$ cat config.mk
export PLATFORM = sky130hd
export DESIGN_NAME = alu_bist_driver_flat
export DESIGN_NICKNAME = d
export VERILOG_FILES = /design/src/rtl/alu_bist_if.sv /design/src/rtl/alu_bist_driver.sv /design/src/flat_wrapper.sv
export SDC_FILE = /design/constraint.sdc
export NUM_CORES = 1
export LEC_CHECK = 0
export ABC_AREA = 1
export BUFFER_PORTS_ARGS = -buffer_cell sky130_fd_sc_hd__buf_2
export CAP_MARGIN = 25
export CORE_MARGIN = 10
export CORE_UTILIZATION = 54
export DETAILED_ROUTE_END_ITERATION = 12
export PLACE_DENSITY_LB_ADDON = 0.12
export SYNTH_ARGS = -nofsm -noshare
export SYNTH_HDL_FRONTEND = slang
export SYNTH_SLANG_ARGS = --single-unit
export TNS_END_PERCENT = 50
$ cat constraint.sdc
create_clock -name clk -period 4.9 [get_ports clk]
set_clock_uncertainty 0.15 [all_clocks]
set_input_delay 0.245 -clock clk [delete_from_list [all_inputs] [get_ports clk]]
set_output_delay 0.245 -clock clk [all_outputs]
set_load 0.05 [all_outputs]
$ cat src/rtl/alu_bist_if.sv
// Operand/result and status bundle between the ALU BIST driver and its
// surroundings (ALU top on one side, board start button/LEDs on the other).
// master: the BIST driver. slave: the ALU plus board glue.
interface alu_bist_if #(
  parameter int WIDTH = 6
);
  logic                   start;
  logic [WIDTH-1:0]       alu_a;
  logic [WIDTH-1:0]       alu_b;
  logic [2:0]             alu_sel;
  logic [2*WIDTH-1:0]     alu_out;
  logic                   alu_overflow;
  logic                   busy;
  logic                   done;
  logic                   pass;
  logic [15:0]            err_count;
  logic [WIDTH-1:0]       fail_a;
  logic [WIDTH-1:0]       fail_b;
  logic [1:0]             fail_op;
  logic                   fail_valid;

  modport master (
    input  start, alu_out, alu_overflow,
    output alu_a, alu_b, alu_sel, busy, done, pass, err_count,
           fail_a, fail_b, fail_op, fail_valid
  );

  modport slave (
    output start, alu_out, alu_overflow,
    input  alu_a, alu_b, alu_sel, busy, done, pass, err_count,
           fail_a, fail_b, fail_op, fail_valid
  );
endinterface

$ cat src/rtl/alu_bist_driver.sv
// ALU self-test engine: sweeps every signed (a,b) pair through add/sub/mul
// (and div), waits SETTLE cycles, checks the ALU against a golden model,
// counts mismatches and latches the first failing vector.
// Optional feature macro: ALU_BIST_DIV_EN -- when defined, div vectors
// (a>=0, b>0) are issued and checked; otherwise func=11 is never driven.
module alu_bist_driver #(
  parameter int   WIDTH  = 6,
  parameter int   SETTLE = 3,
  parameter logic CHOOSE = 1'b0
) (
  input  logic clk,
  input  logic rst,
  alu_bist_if.master bus
);
  localparam logic [WIDTH-1:0] LOWER = {1'b1, {(WIDTH-1){1'b0}}};
  localparam logic [WIDTH-1:0] UPPER = {1'b0, {(WIDTH-1){1'b1}}};
  localparam int               CW    = (SETTLE > 1) ? $clog2(SETTLE) : 1;
  localparam logic [CW-1:0]    WLOAD = CW'(SETTLE - 1);

  typedef enum logic [2:0] {S_IDLE, S_APPLY, S_WAIT, S_CHECK, S_DONE} state_t;

  state_t             state;
  logic [WIDTH-1:0]   i_q, j_q, a_q, b_q;
  logic [1:0]         op_q, func_q;
  logic [CW-1:0]      wcnt;
  logic               busy_q, done_q, pass_q, fv_q;
  logic [15:0]        err_q;
  logic [WIDTH-1:0]   fa_q, fb_q;
  logic [1:0]         fop_q;

  assign bus.alu_a      = a_q;
  assign bus.alu_b      = b_q;
  assign bus.alu_sel    = {CHOOSE, func_q};
  assign bus.busy       = busy_q;
  assign bus.done       = done_q;
  assign bus.pass       = pass_q;
  assign bus.err_count  = err_q;
  assign bus.fail_a     = fa_q;
  assign bus.fail_b     = fb_q;
  assign bus.fail_op    = fop_q;
  assign bus.fail_valid = fv_q;

  // Golden model: judged against the registered operands, which are stable in CHECK.
  logic [WIDTH:0]       sum;
  logic [2*WIDTH-1:0]   ax, bx, prod;
  logic                 ovf_exp, mismatch, div_ok, more_ops;
  logic [15:0]          err_nxt;
  always_comb begin
    sum      = '0;
    mismatch = 1'b0;
    ax       = {{WIDTH{a_q[WIDTH-1]}}, a_q};
    bx       = {{WIDTH{b_q[WIDTH-1]}}, b_q};
    prod     = ax * bx;
    if (func_q == 2'b01) sum = {a_q[WIDTH-1], a_q} - {b_q[WIDTH-1], b_q};
    else                 sum = {a_q[WIDTH-1], a_q} + {b_q[WIDTH-1], b_q};
    // out of range when the extra sign bit disagrees with the WIDTH-bit sign
    ovf_exp = sum[WIDTH] ^ sum[WIDTH-1];
    case (func_q)
      2'b00, 2'b01:
        mismatch = ovf_exp ? !bus.alu_overflow
                           : (bus.alu_overflow || (bus.alu_out[WIDTH-1:0] != sum[WIDTH-1:0]));
      2'b10: mismatch = (bus.alu_out != prod);
`ifdef ALU_BIST_DIV_EN
      // only issued with a>=0, b>0, so unsigned divide is exact
      2'b11: mismatch = (bus.alu_out[2*WIDTH-1:WIDTH] != (a_q / b_q)) ||
                        (bus.alu_out[WIDTH-1:0]       != (a_q % b_q));
`endif
      default: mismatch = 1'b0;
    endcase
    err_nxt = (mismatch && err_q != 16'hFFFF) ? err_q + 16'd1 : err_q;
`ifdef ALU_BIST_DIV_EN
    div_ok = !i_q[WIDTH-1] && !j_q[WIDTH-1] && (j_q != '0);
`else
    div_ok = 1'b0;
`endif
    // another op remains for the current (i,j) pair; skipped div costs no cycles
    more_ops = (op_q != 2'b11) && ((op_q != 2'b10) || div_ok);
  end

  // Sweep sequencer with registered outputs.
  always_ff @(posedge clk) begin
    if (rst) begin
      state  <= S_IDLE;
      i_q    <= '0;  j_q <= '0;  op_q <= '0;
      a_q    <= '0;  b_q <= '0;  func_q <= '0;
      wcnt   <= '0;
      busy_q <= 1'b0; done_q <= 1'b0; pass_q <= 1'b0;
      err_q  <= '0;
      fv_q   <= 1'b0; fa_q <= '0; fb_q <= '0; fop_q <= '0;
    end else begin
      case (state)
        S_IDLE, S_DONE: if (bus.start) begin
          err_q  <= '0;
          fv_q   <= 1'b0; fa_q <= '0; fb_q <= '0; fop_q <= '0;
          i_q    <= LOWER; j_q <= LOWER; op_q <= 2'b00;
          busy_q <= 1'b1; done_q <= 1'b0; pass_q <= 1'b0;
          state  <= S_APPLY;
        end
        S_APPLY: begin
          a_q    <= i_q;
          b_q    <= j_q;
          func_q <= op_q;
          wcnt   <= WLOAD;
          state  <= S_WAIT;
        end
        S_WAIT: begin
          if (wcnt == '0) state <= S_CHECK;
          else            wcnt  <= wcnt - 1'b1;
        end
        S_CHECK: begin
          err_q <= err_nxt;
          if (mismatch && !fv_q) begin
            fv_q <= 1'b1; fa_q <= a_q; fb_q <= b_q; fop_q <= func_q;
          end
          if (more_ops) begin
            op_q  <= op_q + 2'd1;
            state <= S_APPLY;
          end else begin
            op_q <= 2'b00;
            if (j_q != UPPER) begin
              j_q   <= j_q + 1'b1;
              state <= S_APPLY;
            end else if (i_q != UPPER) begin
              i_q   <= i_q + 1'b1;
              j_q   <= LOWER;
              state <= S_APPLY;
            end else begin
              busy_q <= 1'b0;
              done_q <= 1'b1;
              pass_q <= (err_nxt == '0);
              state  <= S_DONE;
            end
          end
        end
        default: state <= S_IDLE;
      endcase
    end
  end
endmodule

$ cat src/flat_wrapper.sv
// flat-port wrapper written by rule: the top's interface ports become plain ports
module alu_bist_driver_flat 
#(
  parameter int   WIDTH  = 6,
  parameter int   SETTLE = 3,
  parameter logic CHOOSE = 1'b0
)
  (clk, rst, bus_start, bus_alu_out, bus_alu_overflow, bus_alu_a, bus_alu_b, bus_alu_sel, bus_busy, bus_done, bus_pass, bus_err_count, bus_fail_a, bus_fail_b, bus_fail_op, bus_fail_valid);
  alu_bist_if #(.WIDTH(WIDTH)) bus_i ();
  input  logic clk;
  input  logic rst;
  input wire logic [$bits(bus_i.start)-1:0] bus_start;
  input wire logic [$bits(bus_i.alu_out)-1:0] bus_alu_out;
  input wire logic [$bits(bus_i.alu_overflow)-1:0] bus_alu_overflow;
  output wire logic [$bits(bus_i.alu_a)-1:0] bus_alu_a;
  output wire logic [$bits(bus_i.alu_b)-1:0] bus_alu_b;
  output wire logic [$bits(bus_i.alu_sel)-1:0] bus_alu_sel;
  output wire logic [$bits(bus_i.busy)-1:0] bus_busy;
  output wire logic [$bits(bus_i.done)-1:0] bus_done;
  output wire logic [$bits(bus_i.pass)-1:0] bus_pass;
  output wire logic [$bits(bus_i.err_count)-1:0] bus_err_count;
  output wire logic [$bits(bus_i.fail_a)-1:0] bus_fail_a;
  output wire logic [$bits(bus_i.fail_b)-1:0] bus_fail_b;
  output wire logic [$bits(bus_i.fail_op)-1:0] bus_fail_op;
  output wire logic [$bits(bus_i.fail_valid)-1:0] bus_fail_valid;
  assign bus_i.start = bus_start;
  assign bus_i.alu_out = bus_alu_out;
  assign bus_i.alu_overflow = bus_alu_overflow;
  assign bus_alu_a = bus_i.alu_a;
  assign bus_alu_b = bus_i.alu_b;
  assign bus_alu_sel = bus_i.alu_sel;
  assign bus_busy = bus_i.busy;
  assign bus_done = bus_i.done;
  assign bus_pass = bus_i.pass;
  assign bus_err_count = bus_i.err_count;
  assign bus_fail_a = bus_i.fail_a;
  assign bus_fail_b = bus_i.fail_b;
  assign bus_fail_op = bus_i.fail_op;
  assign bus_fail_valid = bus_i.fail_valid;
  alu_bist_driver #(.WIDTH(WIDTH), .SETTLE(SETTLE), .CHOOSE(CHOOSE)) u_core (.clk(clk), .rst(rst), .bus(bus_i));
endmodule
Word-level counts from Yosys, hierarchy flattened
Cells that the tools add are included.
{ "word_totals": {"ff_bits": 67, "in_bits": 16, "output_inout_bits": 49, "wordCells": 117} }
{ "classes": {"addsub": 7, "mul": 1, "eq_ne": 22, "muxes": 49, "bitwise": 1, "n_reduce_logical": 21} }
{ "op_table": {"columns": ["op", "count"], "rows": [
  ["6-bit two-way mux", 10],
  ["6-bit case mux with 2 select lines", 4],
  ["16-bit two-way mux", 2],
  ["16-bit case mux with 2 select lines", 1],
  ["16-bit by 1-bit adder with 16-bit output, second input constant", 1],
  ["16-bit zero test", 1],
  ["16-bit inequality test, second input constant", 1],
  ["3-bit two-way mux", 5],
  ["2-bit inequality test, second input constant", 7],
  ["1-bit two-way mux", 13],
  ["6-bit by 1-bit adder with 6-bit output, second input constant", 2],
  ["6-bit by 6-bit multiplier with 12-bit output", 1],
  ["12-bit inequality test", 1],
  ["6-bit by 5-bit inequality test with 1-bit output, second input constant", 2],
  ["2-bit case mux with 2 select lines", 3],
  ["3-bit case mux with 4 select lines", 1],
  ["1-bit case mux with 2 select lines", 5],
  ["5-bit AND reduction", 2],
  ["2-bit two-way mux", 4],
  ["6-bit by 6-bit adder with 7-bit output", 1],
  ["7-bit two-way mux", 1],
  ["6-bit by 6-bit subtractor with 7-bit output", 1],
  ["3-bit by 2-bit == test with 1-bit output, second input constant", 2],
  ["2-bit by 1-bit inequality test with 1-bit output, second input constant", 3],
  ["19 further kinds", 27]
]} }

Depth between registers and ports, before layout
Gate-level depths: netlist of the first run.
{ "logic_depth": {"ltp_word": 13, "ltp_mapped": 33, "mapped_depth_nobuf": 32} }

Least setup slack after synthesis of the first run
No wires, ideal clock.
{ "synth_timing": {"path_kind": "register to register", "start": "register u_core.b_q[5], in the netlist u_core.bus.alu_b[5]", "end": "register u_core.pass_q, in the netlist u_core.bus.pass", "setup_time_ns": 0.070, "t_arrival_ns": 5.186, "t_required_ns": 4.680, "path_slack_ns": -0.507, "stages_incl_launch_ff": 28, "n_path_buf": 2, "synth_period_minus_slack_ns": 5.407, "path_cell_list": "dfxtp_1 buf_2 nand2_1 fa_1 fa_1 fa_1 inv_1 fa_1 inv_1 fa_1 nand2_1 nand2_1 nand2_1 nor2_1 nand3_1 nor2_1 nand3_1 nor2_1 nand3_1 nand2_1 nand2_4 nand2_4 buf_6 xor2_2 nand3_1 nor2_1 nand4_1 a21oi_1"} }
{ "synth_between": {"elab_chain_len": 13, "elab_cells_between_ends": 17, "classes_between": "add/sub (2); mul (1); eq/ne (2); mux (8); bitwise (1); reduce/logical (3)"} }
{ "synth_lines": {"columns": ["element", "line_no", "text"], "rows": [
  ["start: declaration", "alu_bist_driver.sv:23", "logic [WIDTH-1:0] i_q, j_q, a_q, b_q;"],
  ["start signal: assignment", "alu_bist_driver.sv:101", "b_q <= j_q;"],
  ["branches (longest 5 deep; another with 6-bit by 6-bit multiplier with 12-bit output)", null, null],
  ["1-bit case mux with 2 select lines (*)", "alu_bist_driver.sv:58", "case (func_q)"],
  ["1-bit logical AND (*)", "alu_bist_driver.sv:70", "err_nxt = (mismatch && err_q != 16'hFFFF) ? err_q + 16'd1 : err_q;"],
  ["16-bit two-way mux (*)", "alu_bist_driver.sv:70", null],
  ["16-bit zero test (*)", "alu_bist_driver.sv:130", "pass_q <= (err_nxt == '0);"],
  ["1-bit two-way mux (*)", "alu_bist_driver.sv:123", "end else if (i_q != UPPER) begin"],
  ["1-bit two-way mux (*)", "alu_bist_driver.sv:120", "if (j_q != UPPER) begin"],
  ["1-bit two-way mux (*)", "alu_bist_driver.sv:115", "if (more_ops) begin"],
  ["1-bit case mux with 2 select lines (*)", "alu_bist_driver.sv:91", "case (state)"],
  ["end signal: assignment", "alu_bist_driver.sv:130", null],
  ["end: declaration", "alu_bist_driver.sv:26", "logic busy_q, done_q, pass_q, fv_q;"]
]} }
Every way passes the cells marked *. The select of a mux whose other input is x is not followed.
A chain may end at the register's enable or synchronous reset.

Worst setup path in the final report of the first run
{ "layout_timing": {"start": "register u_core.a_q[5], in the netlist u_core.bus.alu_a[5]", "end": "register u_core.fa_q[1], in the netlist u_core.bus.fail_a[1]"} }
{ "layout_between": {"elab_chain_len": 9, "elab_cells_between_ends": 13, "classes_between": "add/sub (2); mul (1); eq/ne (3); mux (3); bitwise (1); reduce/logical (3)"} }
{ "layout_lines": {"columns": ["element", "line_no", "text"], "rows": [
  ["start: declaration", "alu_bist_driver.sv:23", null],
  ["start signal: assignment", "alu_bist_driver.sv:100", "a_q <= i_q;"],
  ["branches (longest 5 deep; another with 6-bit by 6-bit multiplier with 12-bit output)", null, null],
  ["1-bit case mux with 2 select lines (*)", "alu_bist_driver.sv:58", null],
  ["1-bit logical AND (*)", "alu_bist_driver.sv:112", "if (mismatch && !fv_q) begin"],
  ["2-bit by 1-bit inequality test with 1-bit output (no line) (*)", null, null],
  ["3-bit AND reduction (no line) (*)", null, null],
  ["end signal: assignment", "alu_bist_driver.sv:89", "fv_q <= 1'b0; fa_q <= '0; fb_q <= '0; fop_q <= '0;"],
  ["end signal: assignment", "alu_bist_driver.sv:94", "fv_q <= 1'b0; fa_q <= '0; fb_q <= '0; fop_q <= '0;"],
  ["end signal: assignment", "alu_bist_driver.sv:113", "fv_q <= 1'b1; fa_q <= a_q; fb_q <= b_q; fop_q <= func_q;"],
  ["end: declaration", "alu_bist_driver.sv:28", "logic [WIDTH-1:0] fa_q, fb_q;"]
]} }
Every way passes the cells marked *.

==> impl_results.md, run 1 <==
* Final instance area at between 0.006 and 0.007 sq mm
* Setup CP Type: reg -> reg
* Setup_tns at -1.647 ns
* DR pass1 iterations at 5
* Top FF cell, synth: dfxtp_1
* Routed WL at around 14,000 um
* Critical path peak fanout at 14
* Slew HR at a little under 40%
* # DRC at 0
* Num rows at 36
* Final Hold Viols at 0
* Tcrit/Tclk final at 103.1%
* Core Region at 0.009819 sq mm
* Cell with the most instances after synthesis: nand2_1
* Drt wl/cell at 13.74 um
* Startpoint class of the critical path: register
* Peak Freq at about 200 MHz
* Share of post-route cells with drive strength above 1 at between 20% and 30%
* TritonCTS clock tree: yes
* CP most frequent cell: nand2_1
* Post-synth ARST share at 0%
* CP bufs+invs at 9
* Worst slew pin tran at between 0.9 and 1 ns
* H-tree lvl count at 3
* HP Class: in -> reg
* Root Buffer Master: clkbuf_8
* Initial DRC count at ~310
* Worst r2r dst: u_core.bus.fail_a[1]$_SDFFE_PP0P_
* CTS buffer count at 9
* Final worst path period need at roughly 5.1 ns
* Distinct cells, synth at 40
* Hold path cells at 4
* Final count of negative-setup-slack endpoints at 15
* Post-layout total power at between 0.002 and 0.003 W
* Worst reg2reg setup slack at -0.15 ns
* Area of the mapped netlist at ~0.0055 sq mm
* Slowest stage cell, crit path: fa_1
* Post-synth EDFFs at 0
* Die Height at 120.7 um
* Antenna-violating nets left at 0
* Number of diodes at 0
* Largest net degree at the start of global routing at between 40 and 50
* Failing checks: setup timing
* Syn Inst Count at roughly 820
* Outcome: finished with violations
* Port Buffers at 63
* Synth top area share at 24.51%
* Top cells by area, synth: dfxtp_1 (25%), nand2_1 (16%), fa_1 (9.9%)
* Post-synth top cells: nand2_1 (236), inv_1 (125), a21oi_1 (71)
* Synth warn at 0
* Crit. End Element: register
* Post-detail-place hpwl at between 10,000 and 15,000 um
* VDD IR max at 0.0002926 V
* Max Slew Vio Count at 0
* Routability congestion estimate at approximately 0.96
* Cell accounting for the most synthesized area: dfxtp_1
* Vias in the first global route at ~5,400
* Static Leak at approximately 3.3 nW
* Post-layout util at between 60% and 70%
* Post-synthesis area per instance at between 6 and 7 sq um
* GRT Total Usage at about 20%
* Area delta synth->final at 20.60%
* Via count at ~5,500
* DP Area at approximately 0.0063 sq mm
* Critical path's top delay family: adder cells
* Worst r2r src: u_core.bus.alu_a[5]$_SDFFE_PP0P_
* Crit path DAT at approximately 5.2 ns
* Ports at 65
* Starting Density at between 50 and 60%
* Initial antenna violation count at 0
* CTS Hold Bufs at 0
* RSZ-0062 raised after global routing: yes
* Worst r2r path cells at 28
* Seq/Total Area, Yosys at 24.51%
* Clock Pin Slew Worst Setup and Hold Paths at approximately 0.08 ns
* Worst Setup Slack, final at -0.1505 ns
* Yosys reg bits at 67
* First-pass GRT wire length at around 24,000 um
* Clk buf depth at 2
* Max-cap viol count at 0
* DIE AREA at approximately 0.015 sq mm
* Worst skew pair latency at approximately 0.35 ns
* Worst EP required at ~5 ns
* Die width at 120.7 um
* Remaining Overflow, GRT at 0
* Pwr dens at just under 400 mW/mm^2
* Max incr delay on CP at ~0.52 ns
* Final nets at between 900 and 1,000
* Hold path start: bus_start
* Dpl ws at -0.1719 ns
* Hold Path End: u_core.state[2]$_SDFFE_PP0P_
* Synthesized net count at between 800 and 900
* Via density at 5.189
* Clock sink total at 67
-- report_power, final --
group	switching, W	internal [W]	total, W
Clock	0.000234	0.000233	0.000467
Sequential	0.0000429	0.000591	0.000634
Combinational	0.000948	0.000551	0.00150
-- worst min-delay path, stage by stage --
cell     delay [ns]
buf_2          0.09
nor2_1         0.05
nand2_1        0.05
a21oi_1        0.05
-- layout make-up --
cell class,instances,area (sq um)
well taps,133,166.4
multi-input cells,588,3601
fillers,897,3221
repair buffers,118,748.2
clock inverters,5,40.04
inverters,133,499.2
clock buffers,11,162.7
flip-flops and latches,67,1381
-- stage by stage --
stage / std cells / hold slack, ns
CTS: 1053 / 0.01790
finish: 1055 / 0.03349
global placement: 1037 / 0.2868
global route: 1055 / 0.06156
floorplan: 815 / 0.2723
detailed placement: 1037 / 0.3007
-- sequential cells by signal, summed over array words and instances, names as in the netlist --
register               count
u_core.bus.alu_a           6
u_core.bus.alu_b           6
u_core.bus.busy            1
u_core.bus.done            1
u_core.bus.err_count      16
u_core.bus.fail_a          6
u_core.bus.fail_b          6
u_core.bus.fail_op         2
u_core.bus.fail_valid      1
u_core.bus.pass            1
u_core.func_q              2
u_core.i_q                 6
u_core.j_q                 6
u_core.op_q                2
u_core.state               3
u_core.wcnt                2
-- placed cells by master (no fill, tap or decap), types with 4 or more instances in the layout --
| master | count |
|---|---|
| xor2_1 | 23 |
| a21oi_2 | 5 |
| clkbuf_8 | 10 |
| buf_4 | 52 |
| xnor2_1 | 5 |
| nand3_1 | 43 |
| inv_2 | 9 |
| a211oi_1 | 5 |
| o21ai_1 | 4 |
| nand3b_1 | 9 |
| inv_1 | 123 |
| nand2_1 | 227 |
| ha_1 | 29 |
| o21ai_0 | 26 |
| nor3_1 | 10 |
| a21oi_1 | 67 |
| dfxtp_4 | 10 |
| nand2_2 | 12 |
| dfxtp_1 | 55 |
| nor2_1 | 47 |
| nand4_1 | 16 |
| buf_2 | 63 |
| fa_1 | 25 |
-- metal layers --
| metal | share of wire, % | GRT usage, % | vias to the layer above |
|---|---|---|---|
| li1 | - | - | 2778 |
| met1 | 44 | 22.84 | 2558 |
| met2 | 50 | 35.40 | 122 |
| met3 | 4.4 | 4.467 | 16 |
| met4 | 0.92 | 4.374 | 0 |
| met5 | 0 | 0 | - |
-- logic make-up (layout without fill, tap and decap cells) --
kind of cell    after synthesis  count (layout)  share of synthesized area (%)
fa+ha+maj                    60              60                          17.43
flops                        67              67                          24.51
other cells                   1               1                        0.06854
xor+xnor                     29              29                          4.779
compound gates              114             114                          10.95
buf+inv                     160             267                          11.80
simple gates                384             384                          30.46
-- worst max-delay path by stage --
| stage | startpoint | endpoint | cells after the start |
|---|---|---|---|
| after floorplan | u_core.bus.alu_b[3]$_SDFFE_PP0P_ | u_core.bus.pass$_SDFFE_PP0P_ | 27 |
| after global placement | u_core.bus.alu_a[2]$_SDFFE_PP0P_ | u_core.bus.pass$_SDFFE_PP0P_ | 28 |
| after detailed placement | u_core.bus.alu_a[5]$_SDFFE_PP0P_ | u_core.bus.pass$_SDFFE_PP0P_ | 31 |
| after CTS | u_core.bus.alu_a[2]$_SDFFE_PP0P_ | u_core.bus.pass$_SDFFE_PP0P_ | 27 |
| after global routing | u_core.bus.alu_b[2]$_SDFFE_PP0P_ | u_core.bus.pass$_SDFFE_PP0P_ | 27 |
| final | u_core.bus.alu_a[5]$_SDFFE_PP0P_ | u_core.bus.fail_a[1]$_SDFFE_PP0P_ | 28 |
-- repair_timing --
| item | 4_1_cts | 5_1_grt |
|---|---|---|
| setup endpoints to repair | 13 | 32 |
| setup buffers | 0 | 3 |
| resized for setup | 15 | 17 |
| pin swaps | 0 | 5 |
No activity file was read; power rests on OpenSTA's default activity.
==> inputs of run 2 (changes only) <==
--- a/config.mk
+++ b/config.mk
@@ -7,10 +7,11 @@
 export LEC_CHECK = 0
 export ABC_AREA = 1
 export BUFFER_PORTS_ARGS = -buffer_cell sky130_fd_sc_hd__buf_2
-export CAP_MARGIN = 25
+export CAP_MARGIN = 20
 export CORE_MARGIN = 10
 export CORE_UTILIZATION = 54
 export DETAILED_ROUTE_END_ITERATION = 12
+export HOLD_SLACK_MARGIN = 0.06
 export PLACE_DENSITY_LB_ADDON = 0.12
 export SYNTH_ARGS = -nofsm -noshare
 export SYNTH_HDL_FRONTEND = slang
==> constraint.sdc (replaced) <==
create_clock -name clk -period 4.9 [get_ports clk]
set_clock_uncertainty 0.15 [all_clocks]
set_input_delay 0.245 -clock clk [delete_from_list [all_inputs] [get_ports clk]]
set_output_delay 0.245 -clock clk [all_outputs]
set_load 0.01 [all_outputs]
==> run 2 against run 1 <==
Effect of this change:
- worst hold slack better by 0.28 ns
- sequential cell count stayed put
- total power is 2.3% lower
- fmax is 1.8% lower
- highest routed layer unchanged
- largest power group unchanged
- critical endpoint is now u_core.bus.pass$_SDFFE_PP0P_
- via count hardly changed
- first-iteration DRC count is 29% higher
- the run still ends with setup timing left
- sequential share of layout area is 0.46 points lower
- final cell count hardly changed
- die area stayed put
- non-clock buffer count is 1 higher
- critical path depth is 3 lower
- clock-buffer cell count stayed put
==> impl_results.md, run 2 (synthesis gave the netlist of run 1 again) <==
* Antenna-violating nets left at 0 (unchanged)
* Via density at 5.185 (about the same)
* Non-filler cells, final at 1,056 (+0.095%)
* Starting Density at 55.72% (unchanged)
* Static Leak at 3.311 nW (+1.6%)
* H-tree lvl count at 3 (unchanged)
* Setup CP Type: reg -> reg
* Dpl ws at -0.3019 ns (-0.1300 ns)
* CTS buffer count at 9 (unchanged)
* Most frequent cells in the layout: nand2_1 (210), inv_1 (121), a21oi_1 (67)
* RSZ-0062 raised after global routing: yes
* Worst r2r path cells at 25 (-11%)
* HP Class: reg -> reg
* Hold path cells at 1 (-3)
* Worst r2r dst: u_core.bus.pass$_SDFFE_PP0P_
* Final Hold Viols at 0 (unchanged)
* Max Slew Vio Count at 0 (unchanged)
* Placed Cells at 1,034 (-0.29%)
* Clock share of power at 18.3% (+0.3 points)
* Failing checks: setup timing
* Pwr dens at 381.6 mW/mm^2 (-3.2%)
* Initial antenna violation count at 0 (unchanged)
* Hold Path End: u_core.wcnt[0]$_SDFFE_PP0P_
* Max incr delay on CP at 0.58 ns (+0.06 ns)
* Max-cap viol count at 0 (unchanged)
* Switching Fraction at 45.61% (-1.5 points)
* # DRC at 0 (unchanged)
* Worst slew pin tran at 0.8957 ns (-0.01248 ns)
* Worst skew pair latency at 0.35 ns (about the same)
* Largest net degree at the start of global routing at 49 (unchanged)
* DR pass1 iterations at 5 (unchanged)
* Vias in the first global route at 5,302 (-1.4%)
* Routability congestion estimate at 0.9369 (-2.3%)
* Final worst path period need at 5.143 ns (+0.09276 ns)
* Die width at 120.7 um (unchanged)
* Remaining Overflow, GRT at 0 (unchanged)
* Number of diodes at 0 (unchanged)
* Routed WL at 14,750 um (+1.8%)
* Worst r2r src: u_core.bus.alu_b[3]$_SDFFE_PP0P_
* Hold path start: u_core.wcnt[0]$_SDFFE_PP0P_
* Clock sink total at 67 (unchanged)
* Comb pwr share at 57.0% (-0.6 points)
* GRT Total Usage at 19.60% (+0.061 points)
* Crit. End Element: register
* Worst reg2reg setup slack at -0.24 ns (-0.09 ns)
* Max FFs per register at 16 (unchanged)
* Sequential share of power at 24.7% (+0.3 points)
* Tcrit/Tclk final at 105.0% (+1.9 points)
* Root Buffer Master: clkbuf_8
* TritonCTS clock tree: yes
* Slew HR at 40.29% (+0.83 points)
* Via count at 5,475 (+0.018%)
* Outcome: finished with violations
* VDD IR max at 0.0001911 V (-35%)
* Clk buf depth at 2 (unchanged)
* P_int at 0.001382 W (+0.53%)
* Area delta synth->final at 21.72%
* Ports at 65 (unchanged)
* Crit path DAT at 5.27 ns (+0.10 ns)
* Initial DRC count at 400 (+29%)
* Worst EP required at 5.02 ns (about the same)
* Critical path peak fanout at 23 (+9)
* First-pass GRT wire length at 23,920 um (-0.94%)
* Switching power at 0.001159 W (-5.4%)
* Drt wl/cell at 13.97 um (+1.7%)
* Worst Setup Slack, final at -0.2433 ns (-0.09276 ns)
* Final count of negative-setup-slack endpoints at 31 (+16)
* Post-detail-place hpwl at 11,320 um (+0.61%)
* Port Buffers at 63 (unchanged)
* Core Region at 0.009819 sq mm (unchanged)
* Final nets at 994 (+0.10%)
* Peak Freq at 194.4 MHz (-1.8%)
* Clock Pin Slew Worst Setup and Hold Paths at 0.08 ns (about the same)
* Num rows at 36 (unchanged)
* Slowest stage cell, crit path: fa_1
* Most common cell after layout, fill and taps aside: nand2_1
* Startpoint class of the critical path: register
* Share of post-route cells with drive strength above 1 at 23.40% (+2.3 points)
* Die Height at 120.7 um (unchanged)
* DIE AREA at 0.01456 sq mm (unchanged)
run 2: cell count changes in the layout (fill, tap and decap cells not counted), sizes merged:
cell	before	now
clkinvlp	1	2
dlygate4sd3	0	1
inv	135	134
run 2: area by class of cell:
type	instances	area [sq um]
multi-input cells	588	3643
fillers	892	3159
flip-flops and latches	67	1364
well taps	133	166.4
inverters	133	499.2
clock buffers	11	162.7
clock inverters	5	41.29
repair buffers	119	783.3
run 2: worst max path at each step:
stage,start,endpoint,slack [ns],depth (start not counted)
6_report,u_core.bus.alu_b[3]$_SDFFE_PP0P_,u_core.bus.pass$_SDFFE_PP0P_,-0.24,25
5_1_grt,u_core.bus.alu_b[3]$_SDFFE_PP0P_,u_core.bus.pass$_SDFFE_PP0P_,-0.54,27
4_1_cts,u_core.bus.alu_b[1]$_SDFFE_PP0P_,u_core.bus.pass$_SDFFE_PP0P_,-0.17,28
3_5_place_dp,u_core.bus.alu_a[0]$_SDFFE_PP0P_,u_core.bus.pass$_SDFFE_PP0P_,-0.30,30
3_3_place_gp,u_core.bus.alu_a[1]$_SDFFE_PP0P_,u_core.bus.pass$_SDFFE_PP0P_,-0.18,27
2_1_floorplan,u_core.bus.alu_b[1]$_SDFFE_PP0P_,u_core.bus.pass$_SDFFE_PP0P_,0.002,27
run 2: routing by layer:
metal | track usage [%] | share of wire [%]
met3 | 4.235 | 4.9
met4 | 6.712 | 1.8
met2 | 34.85 | 51
met1 | 22.73 | 42
met5 | 0 | 0
run 2: power by group through the flow:
stage	Combinational (W)	Clock (W)	Sequential [W]
final	0.00145	0.000465	0.000629
after global routing	0.00163	0.000497	0.000634
after CTS	0.00140	0.000474	0.000624
after detailed placement	0.00133	0	0.000636
after global placement	0.00129	0	0.000634
after floorplan	0.000992	0	0.000650
run 2: critical path, delay by kind of cell, from the launching register on:
family,cells,cell delay (ns)
xor gates and xnor gates,1,0.18
and+or+nand+nor,16,1.55
buffers and inverters,2,0.10
AOI/OAI and AO/OA,1,0.13
DFF,1,0.35
adders and majority gates,5,2.63
run 2: repair_timing:
action                     in CTS  in global routing
setup endpoints to repair      32                 32
hold endpoints to repair        1                  0
hold buffers                    1                  0
setup buffers                   4                  0
resized for setup              26                 42
pin swaps                      12                  5
gates cloned                    0                  1
run 2: per-stage QoR:
step	util [%]	area [sq um]	setup TNS (ns)	total power, W	hold WS (ns)
6_report	67.83	6660	-3.469	0.002542	0.3086
5_1_grt	67.83	6660	-12.28	0.002761	0.3316
4_1_cts	66.65	6545	-2.268	0.002498	0.3139
3_5_place_dp	63.23	6208	-2.850	0.001967	0.3034
3_3_place_gp	63.23	6208	-0.4367	0.001928	0.2861
2_1_floorplan	-	5550	0	0.001642	0.2723
==> inputs of run 3 (changes only) <==
--- a/config.mk
+++ b/config.mk
@@ -12,7 +12,7 @@
 export CORE_UTILIZATION = 54
 export DETAILED_ROUTE_END_ITERATION = 12
 export HOLD_SLACK_MARGIN = 0.06
-export PLACE_DENSITY_LB_ADDON = 0.12
+export PLACE_DENSITY_LB_ADDON = 0.25
 export SYNTH_ARGS = -nofsm -noshare
 export SYNTH_HDL_FRONTEND = slang
 export SYNTH_SLANG_ARGS = --single-unit
==> run 3 against run 2 <==
Effect of this change:
- the run still ends with setup timing left
- clock-buffer cell count decreased by 1
- fmax decreased by 1.1%
- sequential power about the same
- total power increased by 4.2%
==> impl_results.md, run 3 (synthesis gave the netlist of run 1 again) <==
* Outcome: finished with violations
* Failing checks: setup timing
* DR pass1 iterations at 6 (+1)
* Hold_ws at 0.3147 ns (+0.006090 ns)
* CTS buffer count at 9 (unchanged)
* Clock Pin Slew Worst Setup and Hold Paths at 0.08 ns (about the same)
* Antenna-violating nets left at 0 (unchanged)
* Largest net degree at the start of global routing at 49 (unchanged)
* Final count of negative-setup-slack endpoints at 31 (unchanged)
* TritonCTS clock tree: yes
* # fillers at 863 (-3.3%)
* Root Buffer Master: clkbuf_8
* Pwr dens at 390.0 mW/mm^2 (+2.2%)
* Via count at 5,591 (+2.1%)
* Tcrit/Tclk final at 106.1% (+1.1 points)
* Startpoint class of the critical path: register
* Crit path DAT at 5.24 ns (-0.03 ns)
* H-tree lvl count at 3 (unchanged)
* Final worst path period need at 5.199 ns (+0.05547 ns)
* Vias in the first global route at 5,330 (+0.53%)
* CP most frequent cell: nand2_1
* Via density at 5.230 (+0.88%)
* Final instance area at 0.006792 sq mm (+2.0%)
* Hold path start: u_core.wcnt[0]$_SDFFE_PP0P_
* Max-cap viol count at 0 (unchanged)
* Dpl ws at -0.3305 ns (-0.02851 ns)
* # DRC at 0 (unchanged)
* Share of post-route cells with drive strength above 1 at 23.61% (+0.21 points)
* Crit. End Element: register
* First-pass GRT wire length at 24,400 um (+2.0%)
* Static Leak at 3.361 nW (+1.5%)
* Worst slew pin tran at 0.9364 ns (+0.04072 ns)
* Max Slew Vio Count at 0 (unchanged)
* Drt wl/cell at 14.25 um (+2.1%)
* Worst EP required at 4.94 ns (-0.08 ns)
* Remaining Overflow, GRT at 0 (unchanged)
* Setup_tns at -5.539 ns (-2.070 ns)
* Final nets at 1,007 (+1.3%)
* Initial antenna violation count at 0 (unchanged)
* Critical path startpoint: u_core.bus.alu_a[0]$_SDFFE_PP0P_
* DP Area at 0.006216 sq mm (+0.12%)
* Routability congestion estimate at 0.9087 (-3.0%)
* Number of diodes at 0 (unchanged)
* Final Hold Viols at 0 (unchanged)
* Worst skew pair latency at 0.35 ns (about the same)
* Slew HR at 37.57% (-2.7 points)
* Ports at 65 (unchanged)
* Most frequent cells in the layout: nand2_1 (218), inv_1 (124), a21oi_1 (67)
* GRT Total Usage at 19.80% (+0.20 points)
* RSZ-0062 raised after global routing: yes
* Starting Density at 55.72% (unchanged)
* Max FFs per register at 16 (unchanged)
* Area delta synth->final at 24.13%
* Post-detail-place hpwl at 11,360 um (+0.31%)
* Num rows at 36 (unchanged)
* Setup CP Type: reg -> reg
* Die width at 120.7 um (unchanged)
* Worst r2r src: u_core.bus.alu_a[0]$_SDFFE_PP0P_
* HP Class: reg -> reg
* Most common cell after layout, fill and taps aside: nand2_1
* Worst Setup Slack, final at -0.2987 ns (-0.05547 ns)
* Post-layout total power at 0.002649 W (+4.2%)
* DIE AREA at 0.01456 sq mm (unchanged)
* VDD IR max at 0.0002012 V (+5.3%)
* Die Height at 120.7 um (unchanged)
* Slowest stage cell, crit path: fa_2
* Routed WL at 15,240 um (+3.3%)
* Clk buf depth at 2 (unchanged)
* Port Buffers at 63 (unchanged)
* Clock sink total at 67 (unchanged)
* Peak Freq at 192.4 MHz (-1.1%)
* Max incr delay on CP at 0.54 ns (-0.04 ns)
* Initial DRC count at 542 (+36%)
* Critical path peak fanout at 11 (-52%)
* Core Region at 0.009819 sq mm (unchanged)
run 3: worst paths after layout:
kind	slack (ns)	cells after the start	endpoint
worst max-delay path	-0.30	29	u_core.bus.pass$_SDFFE_PP0P_
worst min-delay path	0.31	1	u_core.wcnt[0]$_SDFFE_PP0P_
worst max register to register	-0.30	29	u_core.bus.pass$_SDFFE_PP0P_
worst min register to register	0.31	1	u_core.wcnt[0]$_SDFFE_PP0P_
run 3: area by class of cell:
type	instances	area (sq um)	share of cell area, %
inverter	133	499.2	7.351
sequential	67	1361	20.04
multi-input combinational	589	3685	54.26
tap	133	166.4	2.450
timing repair buffer	131	877.1	12.91
clock buffer	10	137.6	2.027
clock inverter	6	65.06	0.9580
run 3: timing repair:
item / CTS / global route
cloned: 1 / 1
setup buffers: 6 / 9
setup endpoints to repair: 32 / 32
gates resized for setup: 28 / 34
hold buffers: 1 / 0
hold endpoints to repair: 1 / 0
pin swaps: 14 / 14
run 3: power by group:
part           leakage (nW)  internal, W  switching (W)
Sequential            0.549     0.000590      0.0000389
Clock                 0.102     0.000249       0.000226
Combinational          2.71     0.000614       0.000932
run 3: layer usage:
layer	share of wire, %	global-route usage [%]
met5	0	0
met4	1.2	4.827
met3	5.0	4.235
met2	51	34.51
met1	43	24.26
run 3: worst max-delay path: cells and delay by family (launching register included):
family,cells,cell delay (ns)
flip-flops,1,0.32
AO/OA/AOI/OAI,1,0.06
adder cells (fa/ha/maj),5,2.53
AND/OR/NAND/NOR,18,1.57
buffers and inverters,5,0.41
run 3: through the flow:
stage,utilization [%],cells
floorplan,-,815
global placement,63.30,1035
detailed placement,63.30,1035
CTS,66.85,1059
global route,69.16,1069
finish,69.16,1069
